===== src/rtl/seq_fixed_divider.sv =====
// seq_fixed_divider: radix-2 restoring fixed-point divider.
// quotient = (dividend << FRAC) / divisor, one quotient bit per cycle.
//
// Ports:
//   clk, rst                  clock, synchronous active-high reset
//   in_valid/in_ready         operand handshake (ready only in IDLE)
//   dividend [IN_W]           signed numerator
//   divisor  [DIV_W]          unsigned Q(DIV_W-FRAC).FRAC denominator
//   out_valid/out_ready       result handshake (valid only in DONE)
//   quotient [IN_W]           signed result, truncated toward zero, saturated
//   div_by_zero, overflow     result flags, valid with out_valid
//
// Optional build macro: DIVIDER_ROUND_EN
//   adds a half-LSB iteration and rounds half away from zero.
module seq_fixed_divider #(
  parameter int IN_W  = 32,
  parameter int DIV_W = 16,
  parameter int FRAC  = 15
) (
  input  logic             clk,
  input  logic             rst,
  input  logic             in_valid,
  output logic             in_ready,
  input  logic [IN_W-1:0]  dividend,
  input  logic [DIV_W-1:0] divisor,
  output logic             out_valid,
  input  logic             out_ready,
  output logic [IN_W-1:0]  quotient,
  output logic             div_by_zero,
  output logic             overflow
);

`ifdef DIVIDER_ROUND_EN
  localparam int RND = 1;
`else
  localparam int RND = 0;
`endif

  // Numerator / quotient share one shift register of NUM_W bits.
  localparam int NUM_W = IN_W + FRAC + RND;
  // One spare bit so the rounding increment cannot wrap.
  localparam int MAG_W = IN_W + FRAC + 1;
  localparam int CNT_W = $clog2(NUM_W);

  localparam logic [IN_W-1:0] Q_MAX =
    {1'b0, {(IN_W-1){1'b1}}};
  localparam logic [IN_W-1:0] Q_MIN =
    {1'b1, {(IN_W-1){1'b0}}};
  localparam logic [MAG_W-1:0] POS_LIM =
    {{(MAG_W-IN_W+1){1'b0}}, {(IN_W-1){1'b1}}};
  localparam logic [MAG_W-1:0] NEG_LIM =
    {{(MAG_W-IN_W){1'b0}}, 1'b1, {(IN_W-1){1'b0}}};

  typedef enum logic [1:0] {
    S_IDLE,
    S_CALC,
    S_DONE
  } state_t;

  state_t r_state;
  state_t w_state_nx;

  logic [NUM_W-1:0] r_acc;
  logic [DIV_W:0]   r_rem;
  logic [DIV_W-1:0] r_div;
  logic             r_neg;
  logic [CNT_W-1:0] r_cnt;
  logic [IN_W-1:0]  r_quot;
  logic             r_dbz;
  logic             r_ovf;

  logic [IN_W-1:0]  w_mag;
  logic             w_div_zero;
  logic [DIV_W:0]   w_rem_sh;
  logic             w_ge;
  logic [DIV_W:0]   w_rem_nx;
  logic [NUM_W-1:0] w_acc_nx;
  logic [MAG_W-1:0] w_mag_q;
  logic [IN_W-1:0]  w_fin_q;
  logic             w_fin_ovf;

  // |dividend| as unsigned; -2^(IN_W-1) maps to 2^(IN_W-1) exactly.
  assign w_mag = dividend[IN_W-1]
               ? IN_W'(0) - dividend
               : dividend;
  assign w_div_zero = (divisor == '0);

  // The remainder stays below the divisor, so the shifted
  // value always fits DIV_W+1 bits; the top bit drops out.
  assign w_rem_sh = (DIV_W+1)'({r_rem, r_acc[NUM_W-1]});
  assign w_ge     = (w_rem_sh >= {1'b0, r_div});
  assign w_rem_nx = w_ge
                  ? w_rem_sh - {1'b0, r_div}
                  : w_rem_sh;
  assign w_acc_nx = {r_acc[NUM_W-2:0], w_ge};

  always_comb begin
`ifdef DIVIDER_ROUND_EN
    w_mag_q = MAG_W'(w_acc_nx[NUM_W-1:1])
            + MAG_W'(w_acc_nx[0]);
`else
    w_mag_q = MAG_W'(w_acc_nx);
`endif
  end

  always_comb begin
    w_fin_q   = '0;
    w_fin_ovf = 1'b0;
    if (!r_neg) begin
      if (w_mag_q > POS_LIM) begin
        w_fin_q   = Q_MAX;
        w_fin_ovf = 1'b1;
      end else begin
        w_fin_q = w_mag_q[IN_W-1:0];
      end
    end else begin
      if (w_mag_q > NEG_LIM) begin
        w_fin_q   = Q_MIN;
        w_fin_ovf = 1'b1;
      end else begin
        // A zero magnitude negates to 0, never -0.
        w_fin_q = IN_W'(0) - w_mag_q[IN_W-1:0];
      end
    end
  end

  always_ff @(posedge clk) begin
    if (rst) r_state <= S_IDLE;
    else     r_state <= w_state_nx;
  end

  always_comb begin
    w_state_nx = r_state;
    case (r_state)
      S_IDLE: begin
        if (in_valid)
          w_state_nx = w_div_zero ? S_DONE : S_CALC;
      end
      S_CALC: begin
        if (r_cnt == '0) w_state_nx = S_DONE;
      end
      S_DONE: begin
        if (out_ready) w_state_nx = S_IDLE;
      end
      default: w_state_nx = S_IDLE;
    endcase
  end

  always_comb begin
    in_ready  = (r_state == S_IDLE);
    out_valid = (r_state == S_DONE);
  end

  always_ff @(posedge clk) begin
    if (rst) begin
      r_acc  <= '0;
      r_rem  <= '0;
      r_div  <= '0;
      r_neg  <= 1'b0;
      r_cnt  <= '0;
      r_quot <= '0;
      r_dbz  <= 1'b0;
      r_ovf  <= 1'b0;
    end else begin
      case (r_state)
        S_IDLE: begin
          if (in_valid) begin
            r_neg <= dividend[IN_W-1];
            r_div <= divisor;
            r_rem <= '0;
            r_acc <= {w_mag, {(FRAC+RND){1'b0}}};
            r_cnt <= CNT_W'(NUM_W-1);
            if (w_div_zero) begin
              r_quot <= dividend[IN_W-1] ? Q_MIN : Q_MAX;
              r_dbz  <= 1'b1;
              r_ovf  <= 1'b1;
            end
          end
        end
        S_CALC: begin
          r_acc <= w_acc_nx;
          r_rem <= w_rem_nx;
          r_cnt <= r_cnt - CNT_W'(1);
          if (r_cnt == '0) begin
            r_quot <= w_fin_q;
            r_dbz  <= 1'b0;
            r_ovf  <= w_fin_ovf;
          end
        end
        default: ;
      endcase
    end
  end

  assign quotient    = r_quot;
  assign div_by_zero = r_dbz;
  assign overflow    = r_ovf;

endmodule


===== config.mk =====
export PLATFORM = sky130hd
export DESIGN_NAME = seq_fixed_divider
export DESIGN_NICKNAME = d
export VERILOG_FILES = /design/src/rtl/seq_fixed_divider.sv
export SDC_FILE = /design/constraint.sdc
export NUM_CORES = 1
export LEC_CHECK = 0
export CAP_MARGIN = 5
export CORE_AREA = 4 4 120 122
export CTS_BUF_LIST = sky130_fd_sc_hd__clkbuf_16
export DETAILED_ROUTE_END_ITERATION = 16
export DIE_AREA = 0 0 124 126
export GPL_TIMING_DRIVEN = 0
export PLACE_DENSITY = 0.86
export SKIP_CTS_REPAIR_TIMING = 1
export SLEW_MARGIN = 15
export SYNTH_ARGS = -nofsm -noshare
export SYNTH_HDL_FRONTEND = slang
export SYNTH_SLANG_ARGS = --single-unit
export TNS_END_PERCENT = 10

===== constraint.sdc =====
create_clock -name clk -period 7.87 [get_ports clk]
set_clock_uncertainty 0.15 [all_clocks]
set_input_delay 1.9675 -clock clk [delete_from_list [all_inputs] [get_ports clk]]
set_output_delay 1.9675 -clock clk [all_outputs]
set_load 0.03 [all_outputs]

# After elaboration in Yosys (flattened, before gate mapping)
# Index checks and enable logic that the tools add are counted.
[word_totals]
regBits = 122
in_bits = 52
output_inout_bits = 36
word_cells = 60
[op_classes]
n_addsub = 4
magnitude_cmp = 3
n_eq_ne = 6
muxes = 30
reduce_logical = 8
[ops]
columns = ["cell", "n"]
rows = [
  ["32-bit 2-to-1 mux", 8],
  ["47-bit case mux with 2 select lines", 1],
  ["32-bit case mux with 2 select lines", 1],
  ["1-bit by 32-bit subtractor with 32-bit output (first input constant)", 2],
  ["47-bit by 31-bit greater-than comparator with 1-bit output (second input constant)", 1],
  ["47-bit by 32-bit greater-than comparator with 1-bit output (second input constant)", 1],
  ["47-bit 2-to-1 mux", 1],
  ["16-bit 2-to-1 mux", 2],
  ["16-bit case mux with 2 select lines", 1],
  ["17-bit by 16-bit >= comparator with 1-bit output", 1],
  ["16-bit zero test", 1],
  ["16-bit subtractor", 1],
  ["6-bit case mux with 2 select lines", 1],
  ["2-bit 2-to-1 mux", 4],
  ["1-bit 2-to-1 mux", 7],
  ["6-bit zero test", 1],
  ["6-bit 2-to-1 mux", 1],
  ["2-bit case mux with 3 select lines", 1],
  ["6-bit by 1-bit subtractor with 6-bit output (second input constant)", 1],
  ["2-bit by 1-bit != test with 1-bit output (second input constant)", 2],
  ["2-bit != test (second input constant)", 2],
  ["1-bit case mux with 2 select lines", 2],
  ["2-bit AND reduction", 2],
  ["4-bit AND reduction", 1],
  ["5 further kinds", 5],
]

# Longest topological paths before layout
# Gate-level depths: netlist of the first run.
[depth]
ltp_word = 6
ltp_mapped = 21
mapped_depth_nobuf = 17

# Least setup slack after synthesis of the first run
# No wires, ideal clock.
[synth_timing]
path_type = "input to register"
startpoint = "in dividend[16]"
endpoint = "reg r_acc[45]"
setup_time_ns = 0.070
t_arrival_ns = 4.232
required_time_ns = 7.650
slack_ns = 3.418
cell_stages = 8
path_buffers = 0
path_cell_list = "or4_4 > or4_1 > or2_1 > or4_4 > o41ai_2 > xnor2_1 > nand2_1 > a21oi_1"
[synth_between]
elab_chain_len = 4
[synth_lines]
columns = ["item", "line", "source"]
rows = [
  ["from (decl)", "24", "input logic [IN_W-1:0] dividend,"],
  ["1-bit by 32-bit subtractor with 32-bit output", "84", "? IN_W'(0) - dividend"],
  ["32-bit 2-to-1 mux", "84", ""],
  ["47-bit 2-to-1 mux", "167", "if (in_valid) begin"],
  ["47-bit case mux with 2 select lines", "165", "case (r_state)"],
  ["to (signal assigned)", "171", "r_acc <= {w_mag, {(FRAC+RND){1'b0}}};"],
  ["to (signal assigned)", "181", "r_acc <= w_acc_nx;"],
  ["to (decl)", "63", "logic [NUM_W-1:0] r_acc;"],
]
# Every way passes these cells. The select of a mux whose other input is x is not followed.
# A chain may end at the register's enable or synchronous reset.

# Worst setup path in the final report of the first run
[layout_timing]
startpoint = "reg r_div[1]"
endpoint = "reg r_quot[16] (netlist: quotient[16])"
[layout_between]
elab_chain_len = 6
elab_cells_between_ends = 9
cone_classes = "1 x add/sub; 3 x order compare; 5 x mux"
[layout_lines]
columns = ["item", "line", "source"]
rows = [
  ["from (decl)", "65", "logic [DIV_W-1:0] r_div;"],
  ["from (signal assigned)", "169", "r_div <= divisor;"],
  ["17-bit by 16-bit >= comparator with 1-bit output (*)", "91", "assign w_ge = (w_rem_sh >= {1'b0, r_div});"],
  ["47-bit by 31-bit greater-than comparator with 1-bit output (tied with other cells)", "110", "if (w_mag_q > POS_LIM) begin"],
  ["32-bit 2-to-1 mux, on equally long branches", "110, 117", ""],
  ["32-bit 2-to-1 mux (*)", "109", "if (!r_neg) begin"],
  ["32-bit 2-to-1 mux (*)", "184", "if (r_cnt == '0) begin"],
  ["32-bit case mux with 2 select lines (*)", "165", ""],
  ["to (signal assigned)", "174", "r_quot <= dividend[IN_W-1] ? Q_MIN : Q_MAX;"],
  ["to (signal assigned)", "185", "r_quot <= w_fin_q;"],
  ["to (decl)", "68", "logic [IN_W-1:0] r_quot;"],
]
# Mark *: on every way between the ends. The rest lies on a longest branch, timed or not. The select of a mux whose other input is x is not followed.

==> impl_metrics.json, run 1 <==
{
  "syn_nets": 1017,
  "ys_types": 67,
  "synth-xor-area-share_pct": 4.83,
  "cp.required_ps": 8080,
  "grt_pass1_vias": 6935,
  "dp_hpwl_um": 15500,
  "tns_ps": 0,
  "max_freq_mhz": 170,
  "synth_top_family_by_area": "compound AO/OA/AOI/OAI gates",
  "vias_per_cell": 6.16,
  "grt_max_degree": 17,
  "switchingPower_uw": 1250,
  "synth_area_leaders": "dfxtp_1 34%, a21oi_1 6.4%, nand2_1 6.1%",
  "n_antenna_cell": 0,
  "fin_crit_sh_pct": 74.9,
  "clkSlewWorstSetupHoldPaths_ps": 50,
  "first_pass_iters": 6,
  "port_buffers": 87,
  "synth_simple_gate_area_share_pct": 24.3,
  "die_h_um": 126,
  "worst_pin_slew_ps": 1110,
  "synth_top_area_share_pct": 33.7,
  "p_comb_share_pct": 48.9,
  "place_inst": 1206,
  "async_reset_ff_share_pct": 0,
  "rsz0062_at_grt": "no",
  "postSynthCellCount": 943,
  "synthFlopType": "dfxtp_1",
  "gp_congestion": 0.940,
  "synth_seq_cells": 122,
  "utilization_pct": 67.6,
  "drtIter0Drc": 941,
  "criticalPathCategory": "flop to flop",
  "route.detailed.drc": 0,
  "fp.dieW_um": 124,
  "min_period_ps": 5900,
  "avgSynthCellArea_um2": 7.69,
  "hold_path.class": "flop to flop",
  "area_growth_pct": 22.9,
  "clk_latency_ps": 420,
  "path_max_fanout": 10,
  "routed_wl_um": 21400,
  "grt-ovfl-total": 0,
  "synthMuxAreaShare_pct": 2.24,
  "track_usage_pct": 27.4,
  "clockBufferDepth": 2,
  "hold_path_depth": 2,
  "grt_pass1_wl_um": 34300,
  "postRouteAntennaNets": 0,
  "cts.htree.levels": 4,
  "nNetsFinal": 1123,
  "fin_total_pwr_uw": 2970,
  "cts_tree": "built",
  "yosysSeqAreaShare_pct": 33.7,
  "vias": 7625,
  "yosysTopAreaCell": "dfxtp_1",
  "wl_per_cell_um": 17.3,
  "worstPathArrival_ps": 6110,
  "peakVddDrop_mv": 0.219,
  "clkSinkCount": 122,
  "ys_warn_count": 0,
  "internal_power_uw": 1720,
  "layoutNonFillerInstCount": 1237,
  "cts_root_buf": "clkbuf_16",
  "drive_gt1_share_pct": 4.81,
  "setup_viol": 0,
  "synthesis.area_um2": 7260,
  "end_kind": "flop",
  "maxSlewHeadroom_pct": 25.3,
  "pwr-share-seq_pct": 25.8,
  "finalHoldViolCount": 0,
  "rr_worst_depth": 19,
  "synth-compound-area-share_pct": 25.1,
  "pwr-share-clk_pct": 25.3,
  "initial_core_util_pct": 55.0,
  "whs_ps": 305,
  "sw_frac_of_total_pct": 42.2,
  "core_um2": 13200,
  "fp.dieArea_um2": 15600,
  "powerDensity_nw_per_um2": 334,
  "run_status": "finished clean",
  "num_rows": 42,
  "antenna_found_initial": 0,
  "cap_violations": 0,
  "drv_slew": 0,
  "cp-start-kind": "flop",
  "synth_fa_ha_area_share_pct": 3.90,
  "synth_edf_count": 0,
  "cts_inserted_buffers": 17,
  "p_leak_uw": 0.00317,
  "io_pins": 88
}
## final cells by class
type | count | area [um2]
Inverter | 34 | 128
Tap cell | 176 | 220
Clock buffer | 17 | 425
Fill cell | 1073 | 4270
Timing Repair Buffer | 87 | 871
Clock inverter | 14 | 139
Sequential cell | 122 | 2440
Buffer | 79 | 310
Multi-Input combinational cell | 708 | 4380
## power by group through the flow
stage	sequential [uW]	clock (uW)	combinational, uW
final	769	752	1450
after detailed placement	777	0	1400
after CTS	765	758	1410
after global placement	775	0	1380
after global routing	776	789	1570
after floorplan	797	0	992
## Yosys cell counts (all sizes together), types with 9 or more instances
cell type and number:
nand4 14, inv 32, a22o 16, or3 9
dfxtp 122, nor4 21, nor3 31, xnor2 26
or4 14, ha 21, o31ai 10, nand2 118
o211ai 18, nand3 28, mux2i 14, xor2 14
clkbuf 66, o21ai 40, o41ai 9, a221oi 11
buf 13, a22oi 29, nor2b 10, o311ai 10
a21oi 93, nor2 81
## logic make-up after synthesis
family,Yosys count
xor+xnor,40
fa+ha+maj,22
mux,16
flops,122
simple gates,357
buf+inv,113
compound gates,273
## critical path, cell delays in order, from the launching register on
cell and delay [ps]:
dfxtp_1 380, inv_1 70, ha_1 300, nor2b_1 160, o31a_1 280, o21ai_0 350, a311oi_1 240, or2_2 310
clkbuf_1 130, clkinv_1 220, clkbuf_1 560, ha_1 310, nor4b_1 360, nand2_1 250, nor4_1 250, a21oi_1 200
or2_1 320, clkbuf_1 300, o311ai_1 510, a22o_1 180
## metrics by stage
stage / worst slack (ps) / area, um2
global placement: 2270 / 8350
global route: 1680 / 8920
CTS: 2230 / 8910
floorplan: 3420 / 7260
finish: 1970 / 8920
detailed placement: 2310 / 8350
## per-layer routing
layer	share of wire (%)	wire length (um)	global-route usage [%]	up-vias
li1	-	-	-	3655
met2	45	9650	41.5	423
met5	0	0	0	-
met4	3.0	651	12.1	0
met3	9.0	1920	5.07	77
met1	43	9130	37.8	3470
## cell usage in the layout, fill, tap and decap left out, types with 29 or more instances in the layout
master / Yosys / layout
dfxtp_1: 122 / 122
clkdlybuf4s50_1: 0 / 87
clkbuf_1: 65 / 65
a22oi_1: 29 / 29
a21oi_1: 93 / 93
inv_1: 32 / 34
nand2_1: 118 / 118
nor2_1: 81 / 81
o21ai_0: 37 / 37
## registers in the layout (all words and copies together) (netlist names)
name,count
div_by_zero,1
overflow,1
quotient,32
r_acc,47
r_cnt,6
r_div,16
r_neg,1
r_rem,16
r_state,2
## worst paths after layout
kind | from | endpoint | slack (ps)
max reg2reg | r_div[1]$_SDFFE_PP0P_ | quotient[16]$_SDFFE_PP0P_ | 1970
min | r_div[7]$_SDFFE_PP0P_ | r_div[7]$_SDFFE_PP0P_ | 300
max | r_div[1]$_SDFFE_PP0P_ | quotient[16]$_SDFFE_PP0P_ | 1970
min reg2reg | r_div[7]$_SDFFE_PP0P_ | r_div[7]$_SDFFE_PP0P_ | 300
(Power assumes the default switching activity.)
==> run 2, diff against run 1 <==
Clock period 7.87 ns to 5.5 ns, I/O delays scaled along.
==> impl_metrics.json, run 2 (synthesis gave the netlist of run 1 again) <==
{
  "io_pins": 88,
  "cpMostUsedCell": "clkbuf_1",
  "setup_viol": 0,
  "cp-start-kind": "flop",
  "top_register": "r_acc",
  "criticalPathCategory": "flop to flop",
  "maxSlewHeadroom_pct": 28.5,
  "p_comb_share_pct": 49.2,
  "finalHoldViolCount": 0,
  "drtIter0Drc": 942,
  "clk_latency_ps": 420,
  "clkSlewWorstSetupHoldPaths_ps": 50,
  "drive_gt1_share_pct": 5.37,
  "min_period_ps": 5320,
  "area_growth_pct": 23.3,
  "track_usage_pct": 27.4,
  "vias": 7675,
  "fill_cells": 1074,
  "num_rows": 42,
  "run_status": "finished clean",
  "gp_congestion": 0.940,
  "clkSinkCount": 122,
  "rsz0062_at_grt": "yes",
  "cap_violations": 0,
  "grt_max_degree": 17,
  "cp.required_ps": 5620,
  "initial_core_util_pct": 55.0,
  "mostFrequentLayoutCells": "122 x dfxtp_1, 118 x nand2_1, 93 x a21oi_1",
  "clockBufferDepth": 2,
  "worstPathArrival_ps": 5450,
  "max_freq_mhz": 188,
  "multi_input_area_um2": 4410,
  "internal_power_uw": 2470,
  "drv_slew": 0,
  "worst_pin_slew_ps": 1060,
  "dp_hpwl_um": 15500,
  "worstPathCellList": "inv_1 -> ha_1 -> clkbuf_1 -> nand4_1 -> nor2_1 -> nand4_1 -> a311oi_2 -> or2_2 -> clkbuf_1 -> clkinv_1 -> clkbuf_2 -> ha_1 -> nor4b_2 -> nand2_1 -> nor4_1 -> a21oi_1 -> clkbuf_1 -> nand2b_1 -> clkbuf_1 -> o211ai_1",
  "tns_ps": 0,
  "end_kind": "flop",
  "pwr-share-clk_pct": 25.2,
  "fin_crit_sh_pct": 96.8,
  "antenna_found_initial": 0,
  "die_h_um": 126,
  "fin_total_pwr_uw": 4290,
  "slowest_stage": "a311oi_2",
  "fp.dieArea_um2": 15600,
  "port_buffers": 87,
  "cts_inserted_buffers": 17,
  "pwr-share-seq_pct": 25.6,
  "sw_frac_of_total_pct": 42.3,
  "first_pass_iters": 6,
  "grt_pass1_vias": 6935,
  "powerDensity_nw_per_um2": 479,
  "peakVddDrop_mv": 0.316,
  "switchingPower_uw": 1820,
  "postRouteAntennaNets": 0,
  "layout_commonest_cell": "dfxtp_1",
  "wl_per_cell_um": 17.4,
  "path_max_fanout": 10,
  "largest_reg_flops": 47,
  "max_stage_delay_ps": 410,
  "grt-ovfl-total": 0,
  "p_leak_uw": 0.00317,
  "route.detailed.drc": 0,
  "routed_wl_um": 21500,
  "fp.dieW_um": 124,
  "cts_root_buf": "clkbuf_16",
  "nNetsFinal": 1123,
  "ff_latch_area_um2": 2440,
  "n_antenna_cell": 0,
  "hold_path.class": "flop to flop",
  "vias_per_cell": 6.20,
  "core_um2": 13200,
  "cts.htree.levels": 4,
  "cts_tree": "built",
  "grt_pass1_wl_um": 34300
}
[run 2: cell types whose count changed in the layout (fill, tap and decap cells not counted), moves of 2 or more]
cell      change
clkbuf_2      +2
o311ai_1      -2
o311ai_2      +2
clkbuf_1      -3
[run 2: area by class of cell]
cell class,count,area share [%]
sequential,122,27.3
clock inverter,14,1.55
clock buffer,17,4.76
buffer,79,3.50
inverter,34,1.43
timing repair buffer,87,9.73
multi-input combinational,708,49.3
tap,176,2.46
[run 2: power groups by stage]
stage / Clock, uW / Combinational [uW] / Sequential [uW]
5_1_grt: 1130 / 2280 / 1110
4_1_cts: 1080 / 2020 / 1090
2_1_floorplan: 0 / 1420 / 1140
3_3_place_gp: 0 / 1970 / 1110
3_5_place_dp: 0 / 2000 / 1110
6_report: 1080 / 2110 / 1100
[run 2: path summary, 6_finish.rpt]
path	start	to	slack (ps)	depth (start not counted)
min	r_div[11]$_SDFFE_PP0P_	r_div[11]$_SDFFE_PP0P_	310	2
max reg2reg	r_div[8]$_SDFFE_PP0P_	quotient[27]$_SDFFE_PP0P_	180	20
min reg2reg	r_div[11]$_SDFFE_PP0P_	r_div[11]$_SDFFE_PP0P_	310	2
max	r_div[8]$_SDFFE_PP0P_	quotient[27]$_SDFFE_PP0P_	180	20
[run 2: per-stage QoR]
| step | hold WS [ps] | util, % | instances | setup WS (ps) | cell area (um2) |
|---|---|---|---|---|---|
| after floorplan | 286 | - | 943 | 1110 | 7260 |
| after global placement | 294 | 63.3 | 1206 | -96.1 | 8350 |
| after detailed placement | 298 | 63.3 | 1206 | -62.5 | 8350 |
| after CTS | 305 | 67.6 | 1237 | -145 | 8910 |
| after global routing | 319 | 67.8 | 1237 | -48.5 | 8950 |
| final | 306 | 67.8 | 1237 | 178 | 8950 |
[run 2: metal layers]
| metal | GRT usage [%] | vias up | share of wire, % |
|---|---|---|---|
| met5 | 0 | - | 0 |
| met1 | 37.8 | 3493 | 42 |
| met2 | 41.5 | 442 | 45 |
| met4 | 12.1 | 0 | 3.5 |
| li1 | - | 3659 | - |
| met3 | 5.07 | 81 | 9.6 |
[run 2: worst max-delay path, delay by kind of cell, from the launching register on]
family	cells	cell delay, ps
compound gates	3	930
buf+inv	7	1980
fa+ha+maj	2	530
simple gates	8	1270
flops	1	320
